`src/rtl/matrix_pkg.sv`:
```
// Shared types and helpers for the element-wise matrix engine.
package matrix_pkg;

    localparam int unsigned DEF_MAX_DIM = 5;
    localparam int unsigned DEF_DATA_W  = 8;

    typedef enum logic [1:0] {
        MODE_ADD  = 2'b00,
        MODE_SUB  = 2'b01,
        MODE_SMUL = 2'b10,
        MODE_RSVD = 2'b11
    } mode_e;

    typedef enum logic [1:0] {
        ST_IDLE  = 2'b00,
        ST_CHECK = 2'b01,
        ST_RUN   = 2'b10
    } state_e;

    // Bit offset of element (r,c) in a flattened MAX_DIM x MAX_DIM matrix
    function automatic int unsigned elem_off(input int unsigned r, input int unsigned c,
                                             input int unsigned max_dim, input int unsigned data_w);
        return (r * max_dim + c) * data_w;
    endfunction

endpackage

```
`src/rtl/matrix_elem_alu.sv`:
```
// Single-element add / subtract / scalar-multiply with optional saturation.
module matrix_elem_alu
    import matrix_pkg::*;
#(
    parameter int unsigned DATA_W   = DEF_DATA_W,
    parameter int          SATURATE = 0
) (
    input  logic [DATA_W-1:0] a,
    input  logic [DATA_W-1:0] b,
    input  logic [DATA_W-1:0] scalar,
    input  mode_e             mode,
    output logic [DATA_W-1:0] res_c
);

    logic [DATA_W:0]     sum;
    logic [DATA_W:0]     diff;
    logic [2*DATA_W-1:0] prod;

    // Widened arithmetic, then wrap or clamp back to DATA_W
    always_comb begin
        sum   = {1'b0, a} + {1'b0, b};
        diff  = {1'b0, a} - {1'b0, b};
        prod  = {{DATA_W{1'b0}}, a} * {{DATA_W{1'b0}}, scalar};
        res_c = '0;
        case (mode)
            MODE_ADD:  res_c = (SATURATE != 0 && sum[DATA_W]) ? '1 : sum[DATA_W-1:0];
            MODE_SUB:  res_c = (SATURATE != 0 && diff[DATA_W]) ? '0 : diff[DATA_W-1:0];
            MODE_SMUL: res_c = (SATURATE != 0 && (|prod[2*DATA_W-1:DATA_W])) ? '1 : prod[DATA_W-1:0];
            default:   res_c = '0;
        endcase
    end

endmodule

```
`src/rtl/matrix_elem_unit.sv`:
```
// Sequential element-wise matrix engine: one element per cycle after a dimension check.
module matrix_elem_unit
    import matrix_pkg::*;
#(
    parameter int unsigned MAX_DIM  = DEF_MAX_DIM,
    parameter int unsigned DATA_W   = DEF_DATA_W,
    parameter int          SATURATE = 0,
    localparam int unsigned DIM_W   = $clog2(MAX_DIM + 1),
    localparam int unsigned MW      = MAX_DIM * MAX_DIM * DATA_W
) (
    input  logic              clk,
    input  logic              reset,
    input  logic              start,
    input  logic [1:0]        mode,
    input  logic [DIM_W-1:0]  m,
    input  logic [DIM_W-1:0]  n,
    input  logic [DIM_W-1:0]  mB,
    input  logic [DIM_W-1:0]  nB,
    input  logic [DATA_W-1:0] scalar,
    input  logic [MW-1:0]     matrixA,
    input  logic [MW-1:0]     matrixB,
    output logic [MW-1:0]     result,
    output logic              busy,
    output logic              valid,
    output logic              opError
);

    localparam int unsigned IDX_W = $clog2(MW);

    state_e            state_q, state_d;
    logic [DIM_W-1:0]  r_q, r_d, c_q, c_d;
    logic              busy_q, busy_d, valid_q, valid_d, err_q, err_d;
    logic              accept, wr_en, req_err;
    mode_e             mode_q;
    logic [DIM_W-1:0]  m_q, n_q, mb_q, nb_q;
    logic [DATA_W-1:0] scalar_q;
    logic [MW-1:0]     a_q, b_q, result_q;
    logic [IDX_W-1:0]  off;
    logic [DATA_W-1:0] alu_res;

    // Validity of the latched request
    always_comb begin
        req_err = (m_q == '0) || (m_q > DIM_W'(MAX_DIM)) ||
                  (n_q == '0) || (n_q > DIM_W'(MAX_DIM)) ||
                  (mode_q == MODE_RSVD) ||
                  (((mode_q == MODE_ADD) || (mode_q == MODE_SUB)) &&
                   ((mb_q != m_q) || (nb_q != n_q)));
        off     = IDX_W'(elem_off(32'(r_q), 32'(c_q), MAX_DIM, DATA_W));
    end

    matrix_elem_alu #(
        .DATA_W   (DATA_W),
        .SATURATE (SATURATE)
    ) u_alu (
        .a      (a_q[off +: DATA_W]),
        .b      (b_q[off +: DATA_W]),
        .scalar (scalar_q),
        .mode   (mode_q),
        .res_c  (alu_res)
    );

    // FSM state register
    always_ff @(posedge clk) begin
        if (!reset) state_q <= ST_IDLE;
        else        state_q <= state_d;
    end

    // Next-state, counter and status decisions
    always_comb begin
        state_d = state_q;
        r_d     = r_q;
        c_d     = c_q;
        busy_d  = busy_q;
        valid_d = valid_q;
        err_d   = err_q;
        accept  = 1'b0;
        wr_en   = 1'b0;
        case (state_q)
            ST_IDLE: begin
                if (start) begin
                    accept  = 1'b1;
                    busy_d  = 1'b1;
                    valid_d = 1'b0;
                    err_d   = 1'b0;
                    state_d = ST_CHECK;
                end
            end
            ST_CHECK: begin
                if (req_err) begin
                    err_d   = 1'b1;
                    busy_d  = 1'b0;
                    state_d = ST_IDLE;
                end else begin
                    r_d     = '0;
                    c_d     = '0;
                    state_d = ST_RUN;
                end
            end
            ST_RUN: begin
                wr_en = 1'b1;
                if (c_q == n_q - DIM_W'(1)) begin
                    c_d = '0;
                    r_d = r_q + DIM_W'(1);
                    if (r_q == m_q - DIM_W'(1)) begin
                        valid_d = 1'b1;
                        busy_d  = 1'b0;
                        state_d = ST_IDLE;
                    end
                end else begin
                    c_d = c_q + DIM_W'(1);
                end
            end
            default: state_d = ST_IDLE;
        endcase
    end

    // Counters, status flags, operand latches and result register
    always_ff @(posedge clk) begin
        if (!reset) begin
            r_q      <= '0;
            c_q      <= '0;
            busy_q   <= 1'b0;
            valid_q  <= 1'b0;
            err_q    <= 1'b0;
            mode_q   <= MODE_ADD;
            m_q      <= '0;
            n_q      <= '0;
            mb_q     <= '0;
            nb_q     <= '0;
            scalar_q <= '0;
            a_q      <= '0;
            b_q      <= '0;
            result_q <= '0;
        end else begin
            r_q     <= r_d;
            c_q     <= c_d;
            busy_q  <= busy_d;
            valid_q <= valid_d;
            err_q   <= err_d;
            if (accept) begin
                mode_q   <= mode_e'(mode);
                m_q      <= m;
                n_q      <= n;
                mb_q     <= mB;
                nb_q     <= nB;
                scalar_q <= scalar;
                a_q      <= matrixA;
                b_q      <= matrixB;
                result_q <= '0;
            end
            if (wr_en) result_q[off +: DATA_W] <= alu_res;
        end
    end

    assign result  = result_q;
    assign busy    = busy_q;
    assign valid   = valid_q;
    assign opError = err_q;

endmodule

```
`config.mk`:
```
export PLATFORM = sky130hd
export DESIGN_NAME = matrix_elem_unit
export DESIGN_NICKNAME = d
export VERILOG_FILES = /design/src/rtl/matrix_pkg.sv /design/src/rtl/matrix_elem_alu.sv /design/src/rtl/matrix_elem_unit.sv
export SDC_FILE = /design/constraint.sdc
export NUM_CORES = 2
export LEC_CHECK = 0
export BUFFER_PORTS_ARGS = -buffer_cell sky130_fd_sc_hd__buf_2
export CAP_MARGIN = 5
export CORE_AREA = 2 2 245 247
export CTS_BUF_LIST = sky130_fd_sc_hd__clkbuf_4
export DETAILED_ROUTE_END_ITERATION = 10
export DIE_AREA = 0 0 247 249
export HOLD_SLACK_MARGIN = 0.02
export PLACE_DENSITY = 0.72
export RECOVER_POWER = 50
export SETUP_SLACK_MARGIN = 0.1
export SYNTH_ARGS = -nofsm -noshare
export SYNTH_HDL_FRONTEND = slang
export SYNTH_HIERARCHICAL = 1
export SYNTH_SLANG_ARGS = --single-unit
export TNS_END_PERCENT = 5
```
`constraint.sdc`:
```
create_clock -name clk -period 23.1 [get_ports clk]
set_clock_uncertainty 0.15 [all_clocks]
set_input_delay 1.155 -clock clk [delete_from_list [all_inputs] [get_ports clk]]
set_output_delay 1.155 -clock clk [all_outputs]
set_load 0.01 [all_outputs]
```
==> impl_metrics.py <==
metrics = {
    "global_routing": {
        "grt_remaining_overflow": 0,
        "antenna_found_initial": 23,
        "global_route.usage.total": 0.296,
        "grt_max_degree": 214,
        "via_count_of_the_first_global_routing_pass": 24400,
        "first_pass_grt_wire_length_mm": 140,
    },
    "power": {
        "p_comb_frac": 0.130,
        "power.leakage_nw": 13.4,
        "post-layout-total-power_w": 0.00247,
        "p_int_w": 0.00176,
        "share_seq_of_total_power": 0.472,
        "power_switching_w": 0.000706,
        "pwr-share-clk": 0.398,
        "worst_ir_drop_vdd_v": 0.0000415,
        "netSwitchingFraction": 0.286,
        "power-per-cell-area_nw_per_um2": 74.1,
    },
    "critical_path": {
        "worst_setup_sp_type": "flip-flop",
        "critPathBufInv": 4,
        "cp_max_fo": 40,
        "worst_r2r_path_depth": 23,
        "crit_path_top_delay_cell": "sky130_fd_sc_hd__nor3_2",
        "crit_path_end_kind": "flip-flop",
        "slowest_delay_ns": 0.89,
        "critical_path_cell_count": 23,
        "classification_of_the_worst_setup_path": "reg2reg",
        "critical_path.cell_chain": "ha_1 > ha_1 > fa_2 > buf_4 > nor3_2 > a21oi_1 > a21oi_1 > nand2_1 > fa_1 > fa_1 > inv_1 > fa_1 > inv_1 > fa_1 > inv_1 > ha_1 > a21oi_1 > xnor3_1 > xnor3_1 > o21ai_1 > o21a_1 > nand2_1 > mux2i_1",
        "timing.critical_path.required_ns": 23.85,
        "path_delay_family": "adder cells",
        "critical_path.most_common_cell": "sky130_fd_sc_hd__fa_1",
        "worst-endpoint-arrival_ns": 9.26,
    },
    "placed_design": {
        "portBuffers": 627,
        "dp_hpwl_mm": 67.5,
        "gp_congestion": 0.908,
        "pre_cts_setup_slack_ns": 14.57,
    },
    "min_path": {
        "hold_path_class": "in2reg",
        "min_path_cells": 3,
    },
    "layout": {
        "final_common_cell": "sky130_fd_sc_hd__nand2_1",
        "share_of_post_route_cells_with_drive_strength_above_1": 0.223,
        "commonest_cells_after_routing_fill_and_taps_aside": "sky130_fd_sc_hd__nand2_1, sky130_fd_sc_hd__dfxtp_1, sky130_fd_sc_hd__a21oi_1, sky130_fd_sc_hd__buf_2, sky130_fd_sc_hd__clkbuf_4",
        "area_growth_syn_to_layout_pct": 19.0,
        "finalNetCount": 4289,
        "final_core_utilization": 0.569,
    },
    "yosys": {
        "post-synth-top-area-cell": "sky130_fd_sc_hd__dfxtp_1",
        "yosys_register_bits": 633,
        "synthesis.area_per_instance_um2": 8.73,
        "seq_area_frac_synth": 0.452,
        "synth_fp_nets": 3696,
        "yosys_warnings": 6,
        "synth_top_area_cells": "sky130_fd_sc_hd__dfxtp_1, sky130_fd_sc_hd__nand2_1, sky130_fd_sc_hd__mux4_2",
        "synth_top_area_frac": 0.452,
        "synth_edf_count": 0,
        "async_flop_share": 0,
        "syn-instance-count": 3211,
        "post_synth_instance_area_um2": 28000,
        "synth_cell_types": 64,
        "yosys_most_used_dff": "sky130_fd_sc_hd__dfxtp_1",
    },
    "timing": {
        "final_max_slew_viol_count": 361,
        "worst_setup_slack_final_ns": 14.60,
        "max_clock_freq_ghz": 0.118,
        "setup-violations-final": 0,
        "worst_pin_slew_ns": 4.28,
        "worst_slew_margin_rel": -1.85,
        "grt_setup_unrepaired": "false",
        "final_hold_viol_count": 0,
        "layout_worst_path_cycle_share": 0.368,
        "finalWorstPathRequiredPeriod_ns": 8.50,
        "final.setup.tns_ns": 0,
    },
    "die": {
        "die_w_um": 247,
        "die_h_um": 249,
        "design.core.area_um2": 58700,
        "rows": 89,
        "dieArea_um2": 61500,
        "ioPinCount": 628,
        "initial_core_util": 0.478,
    },
    "clock_network": {
        "clock_buffer_depth": 3,
        "number_of_resized_instances_in_the_post_cts_repair_step": 0,
        "clock_insertion_delay_at_the_later_pin_of_the_skew_report_ns": 1.04,
        "clockRootBuffer": "sky130_fd_sc_hd__clkbuf_4",
        "htreeDepth": 4,
        "clk_transition_reported_paths_ns": 0.06,
        "clock_sinks": 633,
        "inserted_clock_buffers": 167,
        "cts_hold_repair.buffers": 0,
        "tritoncts": "yes",
        "cts_post_setup_buffers_inserted": 0,
    },
    "detailed_routing": {
        "wl_per_cell_um": 20.0,
        "route.vias.total": 25700,
        "wirelength_mm": 94.1,
        "drtIter0Drc": 2145,
        "ant_nets": 0,
        "drc_errors": 0,
        "drt_first_pass_iters": 7,
        "via_per_inst": 5.47,
    },
    "outcome": {
        "status": "finished with violations",
        "failed_checks": "max-capacitance violations, max-slew violations",
    },
    "flow_run": {
        "max_cap_violations": 4,
    },
}
==> synth_stat cells, types with 5 or more instances <==
cell type / count
sky130_fd_sc_hd__nand2_1: 1093
sky130_fd_sc_hd__dfxtp_1: 633
sky130_fd_sc_hd__a21oi_1: 495
sky130_fd_sc_hd__mux2i_1: 195
sky130_fd_sc_hd__clkbuf_1: 191
sky130_fd_sc_hd__mux4_2: 112
sky130_fd_sc_hd__nand3_1: 76
sky130_fd_sc_hd__inv_1: 48
sky130_fd_sc_hd__nor2_1: 48
sky130_fd_sc_hd__ha_1: 46
sky130_fd_sc_hd__xnor2_1: 30
sky130_fd_sc_hd__nor3_1: 21
sky130_fd_sc_hd__buf_1: 15
sky130_fd_sc_hd__buf_2: 15
sky130_fd_sc_hd__o21ai_0: 15
sky130_fd_sc_hd__and2_1: 14
sky130_fd_sc_hd__fa_1: 14
sky130_fd_sc_hd__nand4_1: 10
sky130_fd_sc_hd__nor3_4: 10
sky130_fd_sc_hd__o211ai_1: 10
sky130_fd_sc_hd__nor2b_1: 9
sky130_fd_sc_hd__o311ai_0: 8
sky130_fd_sc_hd__o31ai_1: 7
sky130_fd_sc_hd__a31oi_1: 6
sky130_fd_sc_hd__o21ai_2: 6
sky130_fd_sc_hd__and2_2: 5
sky130_fd_sc_hd__buf_6: 5
sky130_fd_sc_hd__nand2b_1: 5
sky130_fd_sc_hd__o21a_1: 5
sky130_fd_sc_hd__or3_1: 5
sky130_fd_sc_hd__xor2_1: 5
==> cell families after synthesis <==
family                     synth area share
xor gates and xnor gates             0.0162
adders and majority gates            0.0305
DFF                                   0.452
muxes                                 0.160
AOI/OAI and AO/OA                     0.110
and+or+nand+nor                       0.192
buffers and inverters                0.0392
==> stage by stage <==
step / instances / cell area [µm²] / hold slack (ns)
final: 4695 / 33400 / 0.211
after global routing: 4691 / 33400 / 0.169
after CTS: 4679 / 33600 / 0.0590
after detailed placement: 4408 / 31500 / 0.293
after global placement: 4408 / 31500 / 0.288
after floorplan: 3211 / 28000 / 0.283
==> worst paths after layout <==
path / to / slack [ns] / from
setup / recovery: result[135]$_SDFF_PN0_ / 14.60 / r_q[0]$_SDFFE_PN0P_
hold / removal: a_q[105]$_SDFFE_PN0P_ / 0.21 / matrixA[105]
setup reg to reg: result[135]$_SDFF_PN0_ / 14.60 / r_q[0]$_SDFFE_PN0P_
hold reg to reg: b_q[56]$_SDFFE_PN0P_ / 0.30 / b_q[56]$_SDFFE_PN0P_
==> layer usage <==
metal,vias to the layer above,routed length [µm],global-route usage
li1,12200,-,-
met1,12200,37500,0.362
met2,1135,44900,0.483
met3,216,7530,0.0737
met4,10,4160,0.149
met5,-,67,0
==> state kept, by name, indices dropped and copies added (netlist names), 2 cells and up <==
name / cells
b_q: 200
n_q: 3
m_q: 3
r_q: 3
result: 200
a_q: 200
nb_q: 3
mb_q: 3
mode_q: 2
c_q: 3
state_q: 2
scalar_q: 8
==> layout make-up <==
type,instances,area [µm²]
well taps,773,967
fillers,5599,25300
flip-flops and latches,633,12700
diodes,16,40.0
inverters,48,188
multi-input cells,2302,14400
repair buffers,652,3070
clock buffers,237,1780
clock inverters,34,274
==> tightest hold or removal path: stages <==
cell and delay [ns]:
sky130_fd_sc_hd__buf_2 0.10, sky130_fd_sc_hd__nand2_1 0.05, sky130_fd_sc_hd__a21oi_1 0.05
==> power by group through the flow <==
stage	registers [W]	logic [W]	clock network, W
detailed placement	0.00119	0.000313	0
global route	0.00117	0.000345	0.00106
floorplan	0.00118	0.000186	0
CTS	0.00117	0.000314	0.00101
global placement	0.00119	0.000312	0
finish	0.00117	0.000320	0.000984
(Power assumes the default switching activity.)
